**src/rtl/accel_smoothing_pkg.sv**
```systemverilog
// accel_smoothing_pkg
//   Shared definitions for the accelerometer smoothing block: default sample
//   width, default averaging window, the signed sample type, and the helper
//   that sizes the running-sum accumulator.
package accel_smoothing_pkg;

  localparam int DATA_W = 16;
  localparam int LOG2_N = 3;

  typedef logic signed [DATA_W-1:0] sample_t;

  // Width of a running sum that can hold 2**log2n full-scale samples without
  // overflow: one extra bit per doubling of the window.
  function automatic int sum_w(input int log2n, input int data_w = DATA_W);
    return data_w + log2n;
  endfunction

endpackage

```
**src/rtl/moving_avg.sv**
```systemverilog
// moving_avg
//   One axis of the smoothing filter: an N-entry circular sample buffer with
//   a running sum, N = 2**LOG2_N. Each enabled cycle replaces the oldest
//   sample with the new one and adjusts the sum by the difference, so the
//   average costs one add/subtract per sample regardless of N.
//
// Ports
//   clk    in   system clock
//   reset  in   asynchronous active-high reset; clears buffer, sum, pointer
//   en     in   sample strobe; one sample consumed per cycle it is high
//   din    in   signed input sample
//   avg    out  sum >>> LOG2_N (floor), combinational from the registered sum
//   last   out  most recently accepted sample
module moving_avg
  import accel_smoothing_pkg::*;
#(
  parameter int DATA_W = accel_smoothing_pkg::DATA_W,
  parameter int LOG2_N = accel_smoothing_pkg::LOG2_N
) (
  input  logic                     clk,
  input  logic                     reset,
  input  logic                     en,
  input  logic signed [DATA_W-1:0] din,
  output logic signed [DATA_W-1:0] avg,
  output logic signed [DATA_W-1:0] last
);

  localparam int N     = 1 << LOG2_N;
  localparam int SUM_W = sum_w(LOG2_N, DATA_W);

  if (LOG2_N < 1 || LOG2_N > 6) begin : g_bad_window
    $error("moving_avg: LOG2_N must be in 1..6");
  end

  logic signed [DATA_W-1:0] smp_buf [N];
  logic        [LOG2_N-1:0] ptr_p0;
  logic signed [SUM_W-1:0]  sum_p0;
  logic signed [DATA_W-1:0] last_p0;

  logic signed [DATA_W-1:0] oldest;
  logic signed [SUM_W-1:0]  din_ext;
  logic signed [SUM_W-1:0]  old_ext;
  logic signed [SUM_W-1:0]  sum_next;

  // The slot under the pointer holds the sample that falls out of the window.
  assign oldest   = smp_buf[ptr_p0];
  assign din_ext  = {{LOG2_N{din[DATA_W-1]}}, din};
  assign old_ext  = {{LOG2_N{oldest[DATA_W-1]}}, oldest};
  assign sum_next = sum_p0 + din_ext - old_ext;

  // Stage p0: buffer write, pointer advance, running sum, last sample.
  // The pointer is exactly LOG2_N bits wide, so it wraps N-1 -> 0 by itself.
  always_ff @(posedge clk or posedge reset) begin
    if (reset) begin
      for (int i = 0; i < N; i++) smp_buf[i] <= '0;
      ptr_p0  <= '0;
      sum_p0  <= '0;
      last_p0 <= '0;
    end else if (en) begin
      smp_buf[ptr_p0] <= din;
      ptr_p0          <= ptr_p0 + 1'b1;
      sum_p0          <= sum_next;
      last_p0         <= din;
    end
  end

  // Dropping the low LOG2_N bits of a two's-complement sum is an arithmetic
  // shift that floors toward -inf. The sum of N in-range samples divided by
  // N is always in range, so the remaining DATA_W bits never wrap.
  assign avg  = sum_p0[SUM_W-1:LOG2_N];
  assign last = last_p0;

endmodule

```
**src/rtl/accel_smoothing.sv**
```systemverilog
// accel_smoothing
//   Per-axis moving-average filter between the accelerometer sample interface
//   and the video overlay. Samples stream in on data_update; the displayed
//   values are only reloaded on a rising edge of v_sync so they stay constant
//   for a whole frame. SW[0]/SW[1] choose smoothed or raw per axis.
//
// Ports
//   clk          in   system clock
//   reset        in   asynchronous active-high reset
//   SW[9:0]      in   SW[0] X smoothing enable, SW[1] Y smoothing enable,
//                     SW[9:2] unused
//   data_x       in   signed X sample
//   data_y       in   signed Y sample
//   data_update  in   sample-valid, one sample pair per high cycle
//   v_sync       in   frame sync, asynchronous to clk, rising edge used
//   out_x        out  signed X output, frame-stable
//   out_y        out  signed Y output, frame-stable
module accel_smoothing
  import accel_smoothing_pkg::*;
#(
  parameter int DATA_W = accel_smoothing_pkg::DATA_W,
  parameter int LOG2_N = accel_smoothing_pkg::LOG2_N
) (
  input  logic                     clk,
  input  logic                     reset,
  input  logic [9:0]               SW,
  input  logic signed [DATA_W-1:0] data_x,
  input  logic signed [DATA_W-1:0] data_y,
  input  logic                     data_update,
  input  logic                     v_sync,
  output logic signed [DATA_W-1:0] out_x,
  output logic signed [DATA_W-1:0] out_y
);

  logic signed [DATA_W-1:0] avg_x;
  logic signed [DATA_W-1:0] avg_y;
  logic signed [DATA_W-1:0] last_x;
  logic signed [DATA_W-1:0] last_y;

  logic vsync_p0;
  logic vsync_p1;
  logic vsync_p2;
  logic frame_edge;

  logic unused_sw;
  assign unused_sw = ^SW[9:2];

  moving_avg #(
    .DATA_W (DATA_W),
    .LOG2_N (LOG2_N)
  ) u_avg_x (
    .clk   (clk),
    .reset (reset),
    .en    (data_update),
    .din   (data_x),
    .avg   (avg_x),
    .last  (last_x)
  );

  moving_avg #(
    .DATA_W (DATA_W),
    .LOG2_N (LOG2_N)
  ) u_avg_y (
    .clk   (clk),
    .reset (reset),
    .en    (data_update),
    .din   (data_y),
    .avg   (avg_y),
    .last  (last_y)
  );

  // Stages p0/p1: two-flop synchronizer for the asynchronous v_sync.
  // Stage p2: history flop for rising-edge detection. Because p2 clears on
  // reset, a v_sync already high at reset release still yields one edge.
  always_ff @(posedge clk or posedge reset) begin
    if (reset) begin
      vsync_p0 <= 1'b0;
      vsync_p1 <= 1'b0;
      vsync_p2 <= 1'b0;
    end else begin
      vsync_p0 <= v_sync;
      vsync_p1 <= vsync_p0;
      vsync_p2 <= vsync_p1;
    end
  end

  assign frame_edge = vsync_p1 & ~vsync_p2;

  // Output stage: reload once per frame. avg/last are read from the filter's
  // registers, so a sample accepted on the same edge is not yet visible here.
  // SW is quasi-static and sampled directly.
  always_ff @(posedge clk or posedge reset) begin
    if (reset) begin
      out_x <= '0;
      out_y <= '0;
    end else if (frame_edge) begin
      out_x <= SW[0] ? avg_x : last_x;
      out_y <= SW[1] ? avg_y : last_y;
    end
  end

endmodule

```
**config.mk**
```make
export PLATFORM = sky130hd
export DESIGN_NAME = accel_smoothing
export DESIGN_NICKNAME = d
export VERILOG_FILES = /design/src/rtl/accel_smoothing_pkg.sv /design/src/rtl/moving_avg.sv /design/src/rtl/accel_smoothing.sv
export SDC_FILE = /design/constraint.sdc
export NUM_CORES = 1
export LEC_CHECK = 0
export CORE_MARGIN = 2
export CORE_UTILIZATION = 30
export DETAILED_ROUTE_END_ITERATION = 8
export SETUP_SLACK_MARGIN = 0.02
export SYNTH_ARGS = -nofsm -noshare
export SYNTH_HDL_FRONTEND = slang
export SYNTH_SLANG_ARGS = --single-unit
```
**constraint.sdc**
```tcl
create_clock -name clk -period 17.28 [get_ports clk]
set_input_delay 3.456 -clock clk [delete_from_list [all_inputs] [get_ports clk]]
set_output_delay 3.456 -clock clk [all_outputs]
set_load 0.005 [all_outputs]
```
---- Yosys cells after proc, flatten, opt, wreduce, memory -nomap -nowiden ----
Cells that the tools add are included.
word-level totals
  logic and storage cells ................. 57
  flip-flop bits (word level) ............. 367
operators by class
  reduce and logical (&&, ||, !) cells .... 2
  multiplexer cells ....................... 14
  bitwise gates (word level) .............. 4
  add/sub/neg operators ................... 6
  order comparisons ....................... 4
operators with widths
  kind                                                                   count
  128-bit bitwise mux                                                    2
  16-bit two-way mux                                                     8
  16-bit binary-select mux with 3-bit select                             2
  16-bit demux with 3-bit select                                         2
  19-bit by 16-bit adder with 19-bit output                              2
  19-bit by 16-bit subtractor with 19-bit output                         2
  4-bit >= comparator (second input constant)                            2
  4-bit by 1-bit < comparator with 1-bit output (second input constant)  2
  3-bit NOT with 4-bit output                                            2
  3-bit by 1-bit adder with 3-bit output (second input constant)         2
  1-bit logical AND                                                      2
  1-bit AND                                                              1
  1-bit NOT                                                              1

---- Longest topological paths before layout ----
  depth after elaboration ................. 6
  mapped depth ............................ 16
  mapped depth without buffers ............ 13

---- By module ----
Synthesis repeated with hierarchy kept, for this count alone.
second synthesis, totals
  cell total of the unflattened synthesis .. 1537
  area total of the unflattened synthesis .. 19164.6 um^2
by module, submodules not included
  module                cells each  times used  area each (um^2)
  moving_avg (u_avg_y)  714         1           8698.3
  moving_avg (u_avg_x)  714         1           8619.5
  accel_smoothing       109         1           1846.8

---- Worst setup path before layout ----
OpenSTA, ideal clock, no wires.
  kind .................................... input-to-reg
  from .................................... in data_y[1]
  to ...................................... reg u_avg_y.sum_p0[16]
  data required time ...................... 17.160 ns
  arrival ................................. 5.588 ns
  stages on the path ...................... 9
  path slack .............................. 11.572 ns
  cell sequence ........................... inv_1 fa_1 fa_1 nand2b_1 a21oi_2 o211ai_2 a221o_1 a21o_1 a31o_1
between the ends
  cells in the longest elaborated chain, start to end .. 2
RTL lines
  what                                            RTL line               source
  start: declaration                              accel_smoothing.sv:28  input logic signed [DATA_W-1:0] data_y,
  19-bit by 16-bit adder with 19-bit output       moving_avg.sv:49       assign sum_next = sum_p0 + din_ext - old_ext;
  19-bit by 16-bit subtractor with 19-bit output  moving_avg.sv:49
  end signal: assignment                          moving_avg.sv:62       sum_p0 <= sum_next;
  end: declaration                                moving_avg.sv:37       logic signed [SUM_W-1:0] sum_p0;
No other way between the ends.
A chain may end at the register's enable or synchronous reset.

---- Worst setup path after layout ----
  from .................................... in data_y[15]
  to ...................................... reg u_avg_y.sum_p0[18]
The elaborated chain is that of the path after synthesis.

==> flow_summary.toml <==
[status]
outcome = "complete, no violations"

[min_path]
worstHoldStart = "vsync_p0"
hold_path.class = "reg -> reg"

[final_layout]
multi_input_comb_area_sq_mm = 0.008670
nFillCells = 6103
num-nets-final = 1755
regArea_sq_mm = 0.009186
area_growth_pct = 15.24
antenna_cells = 0
drive_gt1_share_pct = 23.04

[floorplanning]
pin_count = 78
die_h_um = 254.2
rows = 91
core_sq_mm = 0.06183
initial_core_util_pct = 30.38
die_x_um = 254.2
die_area_sq_mm = 0.06462

[synthesis]
postSynth.asyncResetShare_pct = 100.0
ys.flop_type = "dfrtp_1"
yosysMostFrequentCell = "dfrtp_1"
synthCells = 1577
avgSynthCellArea_sq_um = 11.91
synth_cell_type_count = 66
yosys-top-cells-count = "dfrtp_1, mux2_2, nand2_1, o21ai_0, inv_1"
yosysTopAreaCell = "dfrtp_1"
ys_warn_count = 0
ys_top_cells_by_area = "dfrtp_1, mux2_2, mux4_2, o21ai_0, nand2_1"
synth_edf_count = 0
ys_seq_elements = 367
yosysSeqAreaShare_pct = 48.90
synthesis.nets = 1701
netlist_area_sq_mm = 0.01878
synth_top_area_share_pct = 48.90

[worst_setup_path]
crit_type = "in -> reg"
max_stage_delay_ps = 680
cp_common_cell = "inv_1"
worst_ep_arrival_time_ps = 6660
critPathLaunch = "data_y[15]"
timing.rr.start = "u_avg_x.ptr_p0[0]"
cp_max_fo = 8
worstSetupEndpointType = "flip-flop"
crit_chain = "clkdlybuf4s50_1, inv_1, fa_1, inv_1, ha_1, a21o_1, a211oi_1, a21boi_0, a311oi_1, mux2i_1, xnor2_1"
worstSetupStartpointType = "primary input"
cp.required_ps = 17730
slowest_stage = "clkdlybuf4s50_1"

[global_routing]
grt_first_pass_wirelength_mm = 71.05
grt_max_degree = 185
antenna_found_initial = 0
grt_pass1_vias = 12590
track_usage_pct = 13.94
overflow = 0

[sta]
max_freq_mhz = 160.9
setup-tns-final_ps = 0
slew_headroom_pct = 32.32
slew_viol_final = 0
finalSetupViolations = 0
finalHoldViolations = 0
worst_pin_slew_ps = 1015
finClkSkew_ps = 11.15
rsz0062_at_grt = "no"
min_period_ps = 6216
finalCritPeriodShare_pct = 35.97

[clock_network]
numClockSinks = 367
cts-root-buf = "clkbuf_16"
worstSkewPairLatency_ps = 520
post_cts_buffers = 0
cts_made_buffers = 39
cts_tree = "built"
cts.htree.levels = 2
clock_path_buffers = 3
cts_hold_buf = 0
post_cts_resize_count = 0
path_clk_slew_ps = 60

[detailed_routing]
vias = 11960
wl_per_cell_um = 17.63
drc = 0
drtAntennaViolNets = 0
wl_mm = 44.00
dr.pass1.iters = 5
drtIter0Drc = 678
viasPerCell = 4.793

[placed_design]
gp_congestion = 0.7877
place.port_buffers = 69
dp_hpwl_mm = 29.27

[flow_run]
max-cap-violations = 0
cell type report:
class | instances | share of cell area (%)
Clock buffer | 60 | 5.487
Clock inverter | 8 | 0.4452
Inverter | 143 | 2.515
Multi-Input combinational cell | 983 | 40.06
Sequential cell | 367 | 42.45
Tap cell | 837 | 4.839
Timing Repair Buffer | 97 | 4.209
metrics by stage:
step	utilization, %	area [sq um]	setup WS, ps	hold slack [ps]	std cells
after floorplan	-	18780	3635	331.2	1577
after global placement	32.93	20360	10560	335.6	2427
after detailed placement	32.93	20360	10580	335.8	2427
after CTS	35.00	21640	11100	349.3	2495
after global routing	35.00	21640	10760	367.5	2495
final	35.00	21640	11060	354.4	2495
state kept, by name, summed over array words and instances (netlist names):
register / count
vsync_p2: 1
u_avg_y.sum_p0: 19
u_avg_x.smp_buf: 128
vsync_p0: 1
out_y: 16
u_avg_y.ptr_p0: 3
out_x: 16
u_avg_x.sum_p0: 19
u_avg_y.smp_buf: 128
u_avg_y.last: 16
u_avg_x.last: 16
u_avg_x.ptr_p0: 3
vsync_p1: 1
critical path, delay by kind of cell:
| kind | cells | cell delay, ps |
|---|---|---|
| buffers and inverters | 3 | 1010 |
| adders and majority gates | 2 | 980 |
| xor gates and xnor gates | 1 | 140 |
| muxes | 1 | 220 |
| AOI/OAI and AO/OA | 4 | 850 |
layout by cell type (no fill, tap or decap), drive strengths merged, types with 4 or more instances in the layout:
master	n
dfrtp	367
mux2	208
nand2	194
o21ai	173
inv	143
clkdlybuf4s50	68
mux4	64
clkbuf	60
mux2i	46
ha	42
fa	36
a21oi	33
buf	29
nor2	23
xnor2	19
nor3	14
nand3	13
nand2b	13
a21o	10
o211ai	9
o21a	8
nand4b	7
a211oi	7
xor2	6
nand4	6
o31ai	5
clkinv	5
a31oi	4
nor3b	4
metal layers:
layer	wire length (um)	global-route usage [%]	vias to the layer above
met4	1123	3.731	0
met3	1482	1.939	70
met1	19650	18.55	6108
met5	0	0	-
li1	-	-	5607
met2	21750	23.84	173
worst paths after layout:
check,endpoint,slack [ps],depth (start not counted)
max,u_avg_y.sum_p0[18],11060,11
min,vsync_p1,350,0
max reg2reg,u_avg_x.sum_p0[18],12700,14
min reg2reg,vsync_p1,350,0
max in group asynchronous,u_avg_x.ptr_p0[0],12300,3
min in group asynchronous,out_x[2],3480,2
cell families (layout without fill, tap and decap cells):
kind of cell | Yosys count | after routing | synth area share, %
xor+xnor | 25 | 25 | 1.166
flops | 367 | 367 | 48.90
buf+inv | 227 | 308 | 4.950
simple gates | 288 | 288 | 7.049
compound gates | 274 | 274 | 8.701
mux | 318 | 318 | 22.60
fa+ha+maj | 78 | 78 | 6.636
Power is left out: the tool's default activity adds up to more than one toggle a clock period on the data nets, which glitch-free logic cannot reach.
